<file path="config.mk">
export PLATFORM = sky130hd
export DESIGN_NAME = uc_mem_responder
export DESIGN_NICKNAME = d
export VERILOG_FILES = /design/src/rtl/uc_mem_responder.sv
export SDC_FILE = /design/constraint.sdc
export NUM_CORES = 1
export LEC_CHECK = 0
export ABC_AREA = 1
export BUFFER_PORTS_ARGS = -buffer_cell sky130_fd_sc_hd__buf_2
export CAP_MARGIN = 20
export CORE_ASPECT_RATIO = 0.5
export CORE_UTILIZATION = 41
export CTS_CLUSTER_DIAMETER = 100
export DETAILED_ROUTE_END_ITERATION = 16
export SKIP_CTS_REPAIR_TIMING = 1
export SYNTH_ARGS = -nofsm -noshare
export SYNTH_HDL_FRONTEND = slang
export SYNTH_SLANG_ARGS = --single-unit
</file>
<file path="constraint.sdc">
create_clock -name clk -period 6.2 [get_ports clk]
set_clock_uncertainty 0.1 [all_clocks]
set_input_delay 0.93 -clock clk [delete_from_list [all_inputs] [get_ports clk]]
set_output_delay 0.93 -clock clk [all_outputs]
set_load 0.02 [all_outputs]
</file>
<file path="src/rtl/uc_mem_responder.sv">
// uc_mem_responder: byte RAM + GPIO target for the uC data bus with programmable wait states.
module uc_mem_responder #(
  parameter int          DEPTH         = 64,
  parameter int          WAIT_STATES   = 1,
  parameter logic [7:0]  GPIO_OUT_ADDR = 8'hFE,
  parameter logic [7:0]  GPIO_IN_ADDR  = 8'hFF
) (
  input  logic       clk,
  input  logic       arst,
  input  logic [7:0] mem_addr,
  input  logic       mem_write_en,
  input  logic       mem_read_en,
  input  logic [7:0] mem_data,
  output logic [7:0] mem_rdata,
  output logic       mem_ready,
  output logic       mem_busy,
  input  logic [7:0] in_gpio,
  output logic [7:0] out_gpio
);
  localparam int AW = DEPTH > 1 ? $clog2(DEPTH) : 1;
  typedef enum logic [1:0] {S_IDLE, S_WAIT, S_RESP} state_t;
  state_t           state_q;
  logic [1:0]       rst_sync_q;
  logic             rst;
  logic [3:0]       cnt_q;
  logic [7:0]       addr_q, data_q, out_q;
  logic             we_q;
  logic [15:0]      sync_q;
  logic [DEPTH-1:0] flags_q;
  logic [7:0]       mem_q [DEPTH];
  logic             accept, in_ram, commit, ram_we;
  logic [AW-1:0]    idx;
  logic [7:0]       rd_val;
  // Reset asserts immediately but releases two clocks after arst drops.
  always_ff @(posedge clk or posedge arst)
    if (arst) rst_sync_q <= 2'b11;
    else      rst_sync_q <= {rst_sync_q[0], 1'b0};
  assign rst    = rst_sync_q[1];
  assign accept = state_q != S_WAIT && (mem_write_en || mem_read_en);
  assign in_ram = int'(addr_q) < DEPTH;
  assign idx    = addr_q[AW-1:0];
  assign commit = state_q == S_RESP && we_q;
  assign ram_we = commit && in_ram;
  always_ff @(posedge clk or posedge rst)
    if (rst) begin
      state_q <= S_IDLE;
      cnt_q   <= '0;
      addr_q  <= '0;
      data_q  <= '0;
      we_q    <= 1'b0;
      out_q   <= '0;
      sync_q  <= '0;
      flags_q <= '0;
    end else begin
      sync_q <= {sync_q[7:0], in_gpio};
      if (accept) begin
        addr_q  <= mem_addr;
        data_q  <= mem_data;
        we_q    <= mem_write_en;
        cnt_q   <= 4'(WAIT_STATES);
        state_q <= WAIT_STATES == 0 ? S_RESP : S_WAIT;
      end else if (state_q == S_WAIT) begin
        cnt_q <= cnt_q - 4'd1;
        if (cnt_q <= 4'd1) state_q <= S_RESP;
      end else if (state_q == S_RESP) state_q <= S_IDLE;
      if (commit && addr_q == GPIO_OUT_ADDR) out_q <= data_q;
      if (ram_we) flags_q[idx] <= 1'b1;
    end
  always_ff @(posedge clk)
    if (ram_we) mem_q[idx] <= data_q;
  always_comb
    rd_val = we_q                                ? 8'h00 :
             addr_q == GPIO_OUT_ADDR             ? out_q :
             addr_q == GPIO_IN_ADDR              ? sync_q[15:8] :
             (in_ram && flags_q[idx])            ? mem_q[idx] : 8'h00;
  assign mem_rdata = state_q == S_RESP ? rd_val : 8'h00;
  assign mem_ready = state_q == S_RESP;
  assign mem_busy  = state_q != S_IDLE;
  assign out_gpio  = out_q;
endmodule

</file>
* Word level (Yosys, flattened, before mapping)
Memories as Yosys holds them, arrays and structs flattened.
Index checks and enable logic that the tools add are counted.
** Operators by class
- Order comparisons :: 4
- Bitwise gates (word level) :: 1
- Reduce and logical (&&, ||, !) cells :: 11
- Equality and inequality tests :: 6
- Multiplexer cells :: 17
- Add/subtract/negate cells :: 1
** Operators by type and width (count)
- $or 64x64->64 :: 1
- $mux 8 :: 5
- $eq 8x8->1 const B :: 2
- $lt 8x7->1 const B :: 1
- $mux 2 :: 4
- $mux 4 :: 2
- $lt 6x7->1 const B :: 1
- $bmux 1 s6 :: 1
- $demux 1 s6 :: 1
- $ge 6x1->1 const B :: 1
- $logic_and 1x1->1 :: 6
- $le 4x1->1 const B :: 1
- $mux 1 :: 4
- $reduce_bool 2->1 :: 2
- $sub 4x1->4 const B :: 1
- $ne 3x2->1 const B :: 1
- $reduce_bool 3->1 :: 1
- $eq 2x1->1 const B :: 1
- $eq 2x2->1 const B :: 1
- $ne 2x1->1 const B :: 1
- $reduce_and 2->1 :: 1
- $logic_or 1x1->1 :: 1
** Word-level totals
- Memories kept :: 1
- Register bits :: 113
- Bits in writable memories :: 512
- Logic and storage cells :: 50
** Memory list
- mem_q :: words 64, bits a word 8, rd ports 1, clocked after memory_dff 0, wr ports 1, RTL line 30 : logic [7:0] mem_q [DEPTH];

* Depth between registers and ports, before layout
Gate-level depths: netlist of run 1.
- Depth after elaboration :: 8
- Gate-level depth with buffers :: 17

* Worst setup path before layout of run 1
No wires, ideal clock.
- Kind :: reg-to-output
- Start :: register addr_q[0]
- End :: output port mem_rdata[5]
- Cell stages (with the launch flop) :: 15
- Path buffers :: 3
- Path slack :: 3401 ps
- Arrival time :: 1769 ps
- Path through :: dfrtp_1 -> buf_6 -> inv_4 -> buf_8 -> buf_4 -> nor2_1 -> o21ai_1 -> nand2_1 -> nand2_1 -> nand2_1 -> a21oi_1 -> nand2_1 -> nor2_1 -> nand2_1 -> a21oi_1
** On the way
- Word-level cells in the longest chain between the ends :: 8
- Elaborated cells on any way between the ends :: 12
- Classes of those cells :: 1 x order compare; 2 x eq/ne; 7 x mux; 1 x reduce/logical; 1 x memory
** Ends and longest elaborated chain
- start: declaration :: RTL line 26 : logic [7:0] addr_q, data_q, out_q;
- start signal: assignment :: RTL line 57 : addr_q <= mem_addr;
- $bmux 1 s6 :: RTL line 75 : (in_ram && flags_q[idx]) ? mem_q[idx] : 8'h00;
- $mux 1 (not written as such) :: RTL line 75
- $logic_and 1x1->1 :: RTL line 75
- $mux 8 :: RTL line 75
- $mux 8 :: RTL line 74 : addr_q == GPIO_IN_ADDR ? sync_q[15:8] :
- $mux 8 * :: RTL line 73 : addr_q == GPIO_OUT_ADDR ? out_q :
- $mux 8 * :: RTL line 72 : rd_val = we_q ? 8'h00 :
- $mux 8 * :: RTL line 76 : assign mem_rdata = state_q == S_RESP ? rd_val : 8'h00;
- end: declaration :: RTL line 14 : output logic [7:0] mem_rdata,
Mark *: on every way between the ends. The rest lies on a longest branch, timed or not. The select of a mux whose other input is x is not followed.

* Worst setup path in the final report of run 1
- Start :: register addr_q[0]
- End :: output port mem_rdata[6]
Same word-level chain as after synthesis.

==> metrics, run 1 <==
worst-path cell chain inv_8 -> buf_12 -> nand2_1 -> nand2_1 -> nand2_1 -> nand2_1 -> nand2_1 -> nand2_1 -> nand2_1 -> nand2_1 -> nor2_1 -> nand2_1 -> nor2_1 -> nand2_1 -> a21oi_1 -> buf_2; Setup crit start kind register; #FFs+latches synth roughly 630; Starting DRT DRC Count roughly 2000; leading post-synthesis cells by cell area edfxtp_1 (59%), nand2_1 (12%), dfrtp_1 (11%); largest net degree at the start of global routing 159; worst path arrival time 4.13 ns; Setup CP Type reg -> out; Post-DRT Antenna Nets 0; Post-Syn Nets 2488; endpoints failing setup 0; Antenna diodes 0; CTS Buf Count 57; I/O pin count 46; Simple-Gate Fraction of Synth Area 0.204; f_max 0.194 GHz; Total GRT Usage 0.203; vias per cell roughly 5.1; via count ~17000; adder-cell area share of the yosys netlist 0.000958; outcome complete, no violations; final core utilization 0.461; core area 0.0621 sq mm; maximum clock path buffer count 3; Yosys cell types 35; die area 0.0648 sq mm; Tmin final roughly 5.2 ns; Multi-input gate area 0.00645 sq mm; Final Slew Violations 0; CP endpoint kind output pin; max cap viols 0; Setup WS pre-CTS ~1.8 ns; CP dominant cell by count nand2_1; clk root buf clkbuf_16; share of cells above drive strength 1 0.0780; Final period util 0.832; Clk pin slew, worst setup/hold paths roughly 0.07 ns; FF+latch area ~0.018 sq mm; Pwr Density 450 mW/mm^2; register area share after synthesis 0.697; Syn-to-layout area delta 9.52%; Mapped Area roughly 0.026 sq mm; complex-gate fraction of the synthesized area 0.0381; die span in x ~360 um; DP HPWL slightly below 40 mm; worst rel slew slack 0.242; R2R depth 4; reg2reg start addr_q[0]$_DFFE_PP0P_; Yosys top cell by area edfxtp_1; Worst Tran Pin Value between 1 and 1.5 ns; RePlAce Congestion 0.855; HP Class reg -> async; final worst setup slack 1.04 ns; Routed WL around 66 mm; Clock Latency Late Sink 0.59 ns; first-pass GRT wire length just over 100 mm; PortBufs 45; TritonCTS clock tree yes; final net count around 2500; Synth Area in XOR/XNOR 0; post-route setup TNS 0 ns; Leak approximately 11 nW; Fin Hold WS between 0.2 and 0.25 ns; H-tree depth 2; grt total ovfl 0; Syn Inst Count around 2500; vias in the first global route approximately 16000; Sink Count approximately 630; RSZ-0062 raised after global routing false; synthesis warning total 0; CP max stage cell dfrtp_4; max incr delay on CP between 0.7 and 0.8 ns; top cell type's share of synthesized area 0.589; die height between 150 and 200 um; final hold vios 0; fillers 5667; Max IR drop VDD just under 400 uV; worst-path maximum fanout 158; Rows 64; initial antenna violation count 0; Req. time, crit path 5.17 ns; DRC viols 0; WL per Instance roughly 20 um; initial core utilization 0.421; FF-to-FF End mem_q[40][4]$_DFFE_PP_; drt first pass iters 6; mux cell area share after synthesis 0.00345; largest family of logic cells by synthesized area simple AND/OR/NAND/NOR gates; Synth Area per Inst about 11 sq um; r2r setup slk about 2.5 ns
## worst max-delay path, delay by kind of cell, from the launching register on
family                 cells  cell delay (ns)
buffers and inverters      3             0.92
AND/OR/NAND/NOR           12             1.53
AO/OA/AOI/OAI              1             0.13
flip-flops                 1             0.73
## cells by family after synthesis
family / count (synthesis)
other: 1
flip-flops: 625
multiplexers: 8
AO/OA/AOI/OAI: 194
AND/OR/NAND/NOR: 1316
adder cells (fa/ha/maj): 2
buffers and inverters: 312
## cells in the final DEF (no fill, tap or decap), types with 2 or more instances in the layout
| master | synthesis | final |
|---|---|---|
| a21oi_1 | 13 | 13 |
| a31oi_1 | 2 | 2 |
| buf_12 | 0 | 3 |
| buf_2 | 35 | 45 |
| buf_4 | 31 | 24 |
| clkbuf_1 | 31 | 19 |
| clkbuf_16 | 0 | 59 |
| clkbuf_8 | 0 | 2 |
| clkinv_1 | 0 | 13 |
| clkinv_2 | 0 | 9 |
| dfrtp_1 | 111 | 101 |
| dfrtp_2 | 0 | 9 |
| dfstp_2 | 2 | 2 |
| edfxtp_1 | 512 | 512 |
| ha_1 | 2 | 2 |
| inv_1 | 180 | 179 |
| inv_2 | 7 | 7 |
| mux2_2 | 8 | 8 |
| nand2_1 | 832 | 832 |
| nand2_2 | 6 | 6 |
| nand3_1 | 169 | 169 |
| nand4_1 | 30 | 30 |
| nor2_1 | 265 | 265 |
| nor2_2 | 3 | 3 |
| nor2_4 | 3 | 3 |
| nor3_2 | 5 | 5 |
| o21ai_0 | 114 | 114 |
| o21ai_1 | 58 | 58 |
| o22ai_1 | 3 | 3 |
## final cells by class
cell class / instances / area share
clock buffers: 80 / 0.0551
clock inverters: 25 / 0.00481
inverters: 188 / 0.0250
multi-input cells: 1521 / 0.225
flip-flops and latches: 625 / 0.637
well taps: 825 / 0.0361
repair buffers: 73 / 0.0167
## worst max-delay path by stage
stage / start / to / slack [ns] / cells past startpoint
floorplan: rst_sync_q[1]$_DFF_PP1_ / addr_q[0]$_DFFE_PP0P_ / 2.83 / 1
global placement: addr_q[0]$_DFFE_PP0P_ / mem_rdata[6] / 1.82 / 13
detailed placement: addr_q[0]$_DFFE_PP0P_ / mem_rdata[6] / 1.78 / 13
CTS: addr_q[0]$_DFFE_PP0P_ / mem_rdata[6] / 1.14 / 13
global route: addr_q[0]$_DFFE_PP0P_ / mem_rdata[6] / 0.79 / 16
finish: addr_q[0]$_DFFE_PP0P_ / mem_rdata[6] / 1.04 / 16
## stage by stage
step	total power [mW]	area (sq um)	cells
5_1_grt	13.5	28600	3337
3_3_place_gp	9.58	26900	3231
2_1_floorplan	8.11	26100	2458
4_1_cts	12.9	28600	3337
3_5_place_dp	9.60	26900	3232
6_report	12.9	28600	3337
## report_power, final
part	switching [mW]	leakage (nW)	internal, mW	total [mW]
Combinational	3.17	4.77	0.931	4.10
Sequential	0.303	5.78	5.14	5.44
Clock	1.52	0.838	1.80	3.33
Total	5.00	11.4	7.87	12.9
## per-layer routing
| metal | vias to the layer above | track usage | wire length (um) |
|---|---|---|---|
| met5 | - | 0 | 0 |
| met4 | 0 | 0.0436 | 1210 |
| met3 | 81 | 0.0461 | 5060 |
| met2 | 539 | 0.297 | 28700 |
| met1 | 8369 | 0.307 | 31200 |
| li1 | 8128 | - | - |
## synth_stat cells, drive strengths merged
library cell and instances:
dfrtp 111, o22ai 3, mux2 8, o31ai 1, or2 1, buf 93, o211ai 1, a31oi 2
a21boi 1, nand3 169, o21ai 172, ha 2, nor2 271, nor3 6, nand2 838, inv 188
clkbuf 31, conb 1, nand4 30, edfxtp 512, nor4 1, dfstp 2, a21oi 14
## flip-flops by register name, summed over array words and instances, names as in the netlist
register,count
addr_q,8
cnt_q,4
data_q,8
flags_q,64
mem_q,512
out_gpio,8
rst_sync_q,2
state_q,2
sync_q,16
we_q,1
Note: power is estimated with default switching activity, not from simulation.
==> run 2, diff against run 1 <==
Settings changed: ABC_AREA 1 to 0.
Clock period 6.2 ns to 5.2 ns, I/O delays scaled along.
==> run 2 against run 1 <==
Effect of this change: hold slack worse by 0.095 ns; register-to-register slack worse by 1.1 ns; first-iteration DRC count fell by 10%; clock-buffer cell count up 3; combinational power increased by 16%; sequential share of layout area increased by 2.9 points; clock power increased by 17%; flip-flop and latch count is the same; worst setup slack worse by 0.90 ns; die area down 5.6%; largest power group unchanged.
==> metrics, run 2 <==
Yosys cell types 70 (was 35); CP endpoint kind output pin (unchanged); leading post-synthesis cells by cell area edfxtp_1 (62%), dfrtp_1 (11%), mux4_2 (4.5%) (was edfxtp_1 (59%), nand2_1 (12%), dfrtp_1 (11%)); initial core utilization 0.416 (was 0.421); Clock Latency Late Sink 0.61 ns (was 0.59 ns); Cell Count Post-Placement 2222 (was 3232); Setup WS pre-CTS 0.628 ns (was 1.78 ns); Syn Inst Count 1408 (was 2458); Rows 63 (was 64); maximum clock path buffer count 3 (unchanged); Clk pin slew, worst setup/hold paths 0.07 ns (about the same); final net count 1498 (was 2496); Largest Register mem_q (unchanged); core area 0.0593 sq mm (was 0.0621 sq mm); I/O pin count 46 (unchanged); vias per cell 6.04 (was 5.13); HP Class in -> async (was reg -> async); Yosys top cell by area edfxtp_1 (unchanged); Synth Area per Inst 17.5 sq um (was 10.6 sq um); Total GRT Usage 0.226 (was 0.203); Crit path max-delay family compound AO/OA/AOI/OAI gates (was simple AND/OR/NAND/NOR gates); #FFs+latches synth 625 (unchanged); Max IR drop VDD 418 uV (was 395 uV); max incr delay on CP 0.94 ns (was 0.73 ns); Most used DFF post-synth edfxtp_1 (unchanged); H-tree depth 2 (unchanged); final hold vios 0 (unchanged); initial antenna violation count 1 (was 0); Req. time, crit path 4.32 ns (was 5.17 ns); top cell type's share of synthesized area 0.624 (was 0.589); worst path arrival time 4.18 ns (was 4.13 ns); R2R depth 6 (was 4); commonest non-fill, non-tap cells in the layout edfxtp_1 (512), dfrtp_1 (100), nor2_1 (81) (was nand2_1 (832), edfxtp_1 (512), nor2_1 (265)); TritonCTS clock tree yes (unchanged); ys async rst share 0.181 (unchanged); largest net degree at the start of global routing 68 (was 159); vias in the first global route 14100 (was 16100); CTS Buf Count 55 (was 57); Sink Count 625 (unchanged); r2r setup slk 1.45 ns (was 2.51 ns); RePlAce Congestion 0.986 (was 0.855); buffers and inverters on the worst path 1 (was 3); grt total ovfl 0 (unchanged); register area share after synthesis 0.739 (was 0.697); final worst setup slack 0.142 ns (was 1.04 ns); clk root buf clkbuf_16 (unchanged); via count 14100 (was 17100); drt first pass iters 6 (unchanged); top cells by count, synth edfxtp_1 (512), dfrtp_1 (111), nor2_1 (82) (was nand2_1 (832), edfxtp_1 (512), nor2_1 (265)); Routed WL 68.6 mm (was 66.2 mm); Pwr Density 555 mW/mm^2 (was 450 mW/mm^2); Final Slew Violations 0 (unchanged); Syn-to-layout area delta 11.1% (was 9.52%); most common cell after layout, fill and taps aside edfxtp_1 (was nand2_1); non-filler cells, final 2325 (was 3337); worst rel slew slack 0.251 (was 0.242); FF-to-FF End mem_q[56][6]$_DFFE_PP_ (was mem_q[40][4]$_DFFE_PP_); post-route setup TNS 0 ns (unchanged); Worst Tran Pin Value 1.12 ns (was 1.13 ns); DRC viols 0 (unchanged); PortBufs 45 (unchanged); Starting DRT DRC Count 1800 (was 2008); Post-Syn Nets 1438 (was 2488); die height 175 um (was 180 um); Leak 9.41 nW (was 11.4 nW); CP dominant cell by count o21ai_1 (was nand2_1); endpoints failing setup 0 (unchanged); Regs by FF count mem_q: 512 flops, flags_q: 64 flops, sync_q: 16 flops (unchanged); synthesis warning total 0 (unchanged); Tmin final 5.06 ns; WL per Instance 29.5 um (was 19.8 um); final core utilization 0.462 (was 0.461); Post-DRT Antenna Nets 0 (unchanged); die span in x 349 um (was 359 um); Design Power 15.2 mW (was 12.9 mW); Mapped Area 0.0246 sq mm (was 0.0261 sq mm); Setup crit start kind register (unchanged); CP max stage cell or2b_1 (was dfrtp_4); outcome complete, no violations (unchanged); RSZ-0062 raised after global routing false (unchanged); max reg flops 512 (unchanged); reg2reg start state_q[0]$_DFFE_PP0P_ (was addr_q[0]$_DFFE_PP0P_); worst-path maximum fanout 29 (was 158); f_max approximately 0.2 GHz; max cap viols 0 (unchanged); most common cell in the netlist edfxtp_1 (was nand2_1); DP HPWL 44.0 mm (was 39.0 mm); first-pass GRT wire length 100 mm (was 101 mm); Setup CP Type reg -> out (unchanged); Antenna diodes 0 (unchanged); share of cells above drive strength 1 0.245 (was 0.0780); Post-synth EDFFs 512 (unchanged); Final period util 0.973; fillers 5038 (was 5667); die area 0.0612 sq mm (was 0.0648 sq mm); worst-path cell chain or2b_1 -> o22ai_1 -> o21ai_1 -> o211ai_1 -> o31ai_4 -> o21ai_1 -> buf_2 (was inv_8 -> buf_12 -> nand2_1 -> nand2_1 -> nand2_1 -> nand2_1 -> nand2_1 -> nand2_1 -> nand2_1 -> nand2_1 -> nor2_1 -> nand2_1 -> nor2_1 -> nand2_1 -> a21oi_1 -> buf_2)
## run 2: per-stage QoR
stage	hold WS (ns)	instance area, sq um
5_1_grt	0.117	27400
6_report	0.110	27400
4_1_cts	0.0962	27400
2_1_floorplan	0.231	24600
3_3_place_gp	0.233	25700
3_5_place_dp	0.236	25700
## run 2: how the worst max path moves through the flow
stage	start	endpoint	slack, ns	depth (start not counted)
detailed placement	addr_q[1]$_DFFE_PP0P_	mem_rdata[7]	0.63	7
global placement	addr_q[1]$_DFFE_PP0P_	mem_rdata[7]	0.46	7
CTS	addr_q[1]$_DFFE_PP0P_	mem_rdata[7]	-0.01	7
finish	addr_q[1]$_DFFE_PP0P_	mem_rdata[7]	0.14	7
floorplan	rst_sync_q[1]$_DFF_PP1_	addr_q[0]$_DFFE_PP0P_	1.83	1
global route	addr_q[1]$_DFFE_PP0P_	mem_rdata[7]	0.10	7
## run 2: cells by family after synthesis
kind of cell	count (synthesis)	synth area share
other	1	0.000152
AOI/OAI and AO/OA	250	0.0737
xor gates and xnor gates	1	0.000355
DFF	625	0.739
adders and majority gates	2	0.00102
buffers and inverters	95	0.0243
muxes	179	0.109
and+or+nand+nor	255	0.0531
## run 2: final cells by class
type | instances | area [sq um] | area share
clock buffers | 83 | 1550 | 0.0567
clock inverters | 19 | 130 | 0.00475
well taps | 812 | 1020 | 0.0371
repair buffers | 85 | 567 | 0.0207
inverters | 13 | 51.3 | 0.00187
flip-flops and latches | 625 | 18200 | 0.666
multi-input cells | 688 | 5840 | 0.213
## run 2: power breakdown
| part | leakage, nW | switching (mW) | internal, mW |
|---|---|---|---|
| clock | 0.821 | 1.79 | 2.11 |
| sequential | 6.05 | 0.328 | 6.21 |
| combinational | 2.54 | 3.25 | 1.51 |
| total | 9.41 | 5.37 | 9.83 |
## run 2: worst register-to-register path: stages, from the launching register on
cell and delay [ns]:
dfrtp_1 0.43, nand2b_1 0.26, inv_1 0.17, nand2_1 0.11, nor3_2 0.84, nand2_1 0.50
nor2_1 0.96
## run 2: per-layer routing
layer / vias up / routed length [um] / track usage
li1: 5746 / - / -
met1: 7364 / 29400 / 0.328
met2: 815 / 29900 / 0.334
met3: 125 / 7740 / 0.0679
met4: 0 / 1630 / 0.0539
met5: - / 0 / 0
==> run 3, diff against run 2 <==
Settings changed: CORE_UTILIZATION 41 to 45, REMOVE_ABC_BUFFERS set to 1.
==> run 3 against run 2 <==
Effect of this change: sequential share of layout area fell by 0.25 points; worst setup slack gained 0.074 ns; first-iteration DRC count rose by 4.3%; flip-flop and latch count unchanged; register-to-register slack improved by 0.03 ns; cell count down 4.0%; global-route usage up 2.1 points; die area shrank 8.8%; hold slack lost 0.019 ns; critical endpoint is now mem_rdata[1]; non-clock buffer count is 4 higher; combinational power shrank 4%; critical path type unchanged; largest power group unchanged; critical path depth is 1 higher.
==> metrics, run 3 (synthesis gave the netlist of run 2 again) <==
Power Internal 10.1 mW (was 9.83 mW); H-tree depth 2 (unchanged); largest net degree at the start of global routing 72 (was 68); max cap viols 0 (unchanged); Clk pwr share 0.272 (was 0.256); Routed WL 68.7 mm (was 68.6 mm); final core utilization 0.510 (was 0.462); Leak 9.54 nW (was 9.41 nW); grt total ovfl 0 (unchanged); final hold vios 0 (unchanged); first-pass GRT wire length 100 mm (about the same); outcome complete, no violations (unchanged); Setup WS pre-CTS 0.836 ns (was 0.628 ns); DRC viols 0 (unchanged); WL per Instance 30.8 um (was 29.5 um); RSZ-0062 raised after global routing false (unchanged); combinational power share 0.296 (was 0.313); max incr delay on CP 0.72 ns (was 0.94 ns); worst rel slew slack 0.211 (was 0.251); maximum clock path buffer count 3 (unchanged); Multi-input gate area 0.00585 sq mm (was 0.00584 sq mm); RePlAce Congestion 0.967 (was 0.986); fillers 4393 (was 5038); CTS Buf Count 55 (unchanged); initial antenna violation count 0 (was 1); Final Slew Violations 0 (unchanged); DP HPWL 43.7 mm (was 44.0 mm); Pwr Density 563 mW/mm^2 (was 555 mW/mm^2); Worst Tran Pin Value 1.18 ns (was 1.12 ns); die span in x 333 um (was 349 um); sequential share of power 0.432 (was 0.430); CP max stage cell dfrtp_4 (was or2b_1); Clk pin slew, worst setup/hold paths 0.07 ns (about the same); post-route setup TNS 0 ns (unchanged); PortBufs 45 (unchanged); NetSw 5.37 mW (about the same); endpoints failing setup 0 (unchanged); initial core utilization 0.457 (was 0.416); f_max 0.201 GHz (was 0.198 GHz); Total GRT Usage 0.247 (was 0.226); FF+latch area 0.0182 sq mm (unchanged); commonest non-fill, non-tap cells in the layout edfxtp_1 (512), dfrtp_1 (100), nor2_1 (82) (was edfxtp_1 (512), dfrtp_1 (100), nor2_1 (81)); Starting DRT DRC Count 1878 (was 1800); Rows 60 (was 63); drt first pass iters 5 (was 6); core area 0.0539 sq mm (was 0.0593 sq mm); Post-DRT Antenna Nets 0 (unchanged); max reg flops 512 (unchanged); worst-path maximum fanout 33 (was 29); Sink Count 625 (unchanged); Req. time, crit path 4.32 ns (about the same); Max IR drop VDD 359 uV (was 418 uV); Antenna diodes 0 (unchanged); worst-path cell chain buf_4 -> nor2b_1 -> a221oi_1 -> o21ai_0 -> a32o_1 -> o31ai_4 -> o31ai_1 -> buf_2 (was or2b_1 -> o22ai_1 -> o21ai_1 -> o211ai_1 -> o31ai_4 -> o21ai_1 -> buf_2); Largest Register mem_q (unchanged); Final period util 0.959 (was 0.973); final worst setup slack 0.216 ns (was 0.142 ns); worst path arrival time 4.10 ns (was 4.18 ns); CP endpoint kind output pin (unchanged); Setup CP Type reg -> out (unchanged); die height 167 um (was 175 um); Setup crit start kind register (unchanged); I/O pin count 46 (unchanged); TritonCTS clock tree yes (unchanged); most common cell after layout, fill and taps aside edfxtp_1 (unchanged); Fin Hold WS 0.0912 ns (was 0.110 ns); HP Class in -> async (unchanged); clk root buf clkbuf_16 (unchanged); Switching Fraction 0.347 (was 0.353); share of cells above drive strength 1 0.259 (was 0.245); Regs by FF count mem_q: 512 flops, flags_q: 64 flops, sync_q: 16 flops (unchanged); Clock Latency Late Sink 0.60 ns (was 0.61 ns); die area 0.0558 sq mm (was 0.0612 sq mm); vias per cell 6.26 (was 6.04); vias in the first global route 14100 (about the same); Syn-to-layout area delta 11.5% (was 11.1%); via count 14000 (was 14100); Tmin final 4.98 ns (was 5.06 ns); final net count 1502 (was 1498)
## run 3: cell type report
type,instances,share of cell area
clock inverter,20,0.00792
multi-input combinational,688,0.213
clock buffer,84,0.0596
tap,713,0.0325
sequential,625,0.663
inverter,13,0.00187
timing repair buffer,89,0.0223
## run 3: power groups by stage
stage	registers [mW]	logic, mW	clock network (mW)
after global placement	6.76	4.39	0
after floorplan	7.08	2.22	0
after CTS	6.67	4.46	4.25
after global routing	6.72	4.72	4.44
final	6.68	4.58	4.21
after detailed placement	6.78	4.44	0
## run 3: final timing paths
kind | cells past startpoint | to | from | slack (ns)
worst max-delay path | 8 | mem_rdata[1] | addr_q[0]$_DFFE_PP0P_ | 0.22
worst max register to register | 6 | mem_q[43][7]$_DFFE_PP_ | state_q[0]$_DFFE_PP0P_ | 1.48
worst min-delay path | 2 | rst_sync_q[0]$_DFF_PP1_ | arst | 0.09
min in group clk | 1 | sync_q[3]$_DFF_PP0_ | in_gpio[3] | 0.19
worst min register to register | 0 | sync_q[14]$_DFF_PP0_ | sync_q[6]$_DFF_PP0_ | 0.25
max in group asynchronous | 2 | data_q[7]$_DFFE_PP0P_ | rst_sync_q[1]$_DFF_PP1_ | 3.38
## run 3: worst max-delay path: cells and delay by family (launching register included)
| kind | cells | cell delay (ns) |
|---|---|---|
| flops | 1 | 0.72 |
| buf+inv | 2 | 0.63 |
| simple gates | 1 | 0.63 |
| compound gates | 5 | 1.50 |
## run 3: metal layers
metal | track usage | up-vias | wire length (um)
li1 | - | 5740 | -
met1 | 0.354 | 7226 | 28200
met2 | 0.366 | 843 | 30400
met3 | 0.0807 | 154 | 8250
met4 | 0.0625 | 0 | 1810
met5 | 0 | - | 0
## run 3: per-stage QoR
stage               std cells  total power [mW]  cell area, sq um
global route             2232              15.9             27500
finish                   2232              15.5             27500
floorplan                1326              9.30             24100
detailed placement       2126              11.2             25600
CTS                      2230              15.4             27500
global placement         2126              11.2             25600
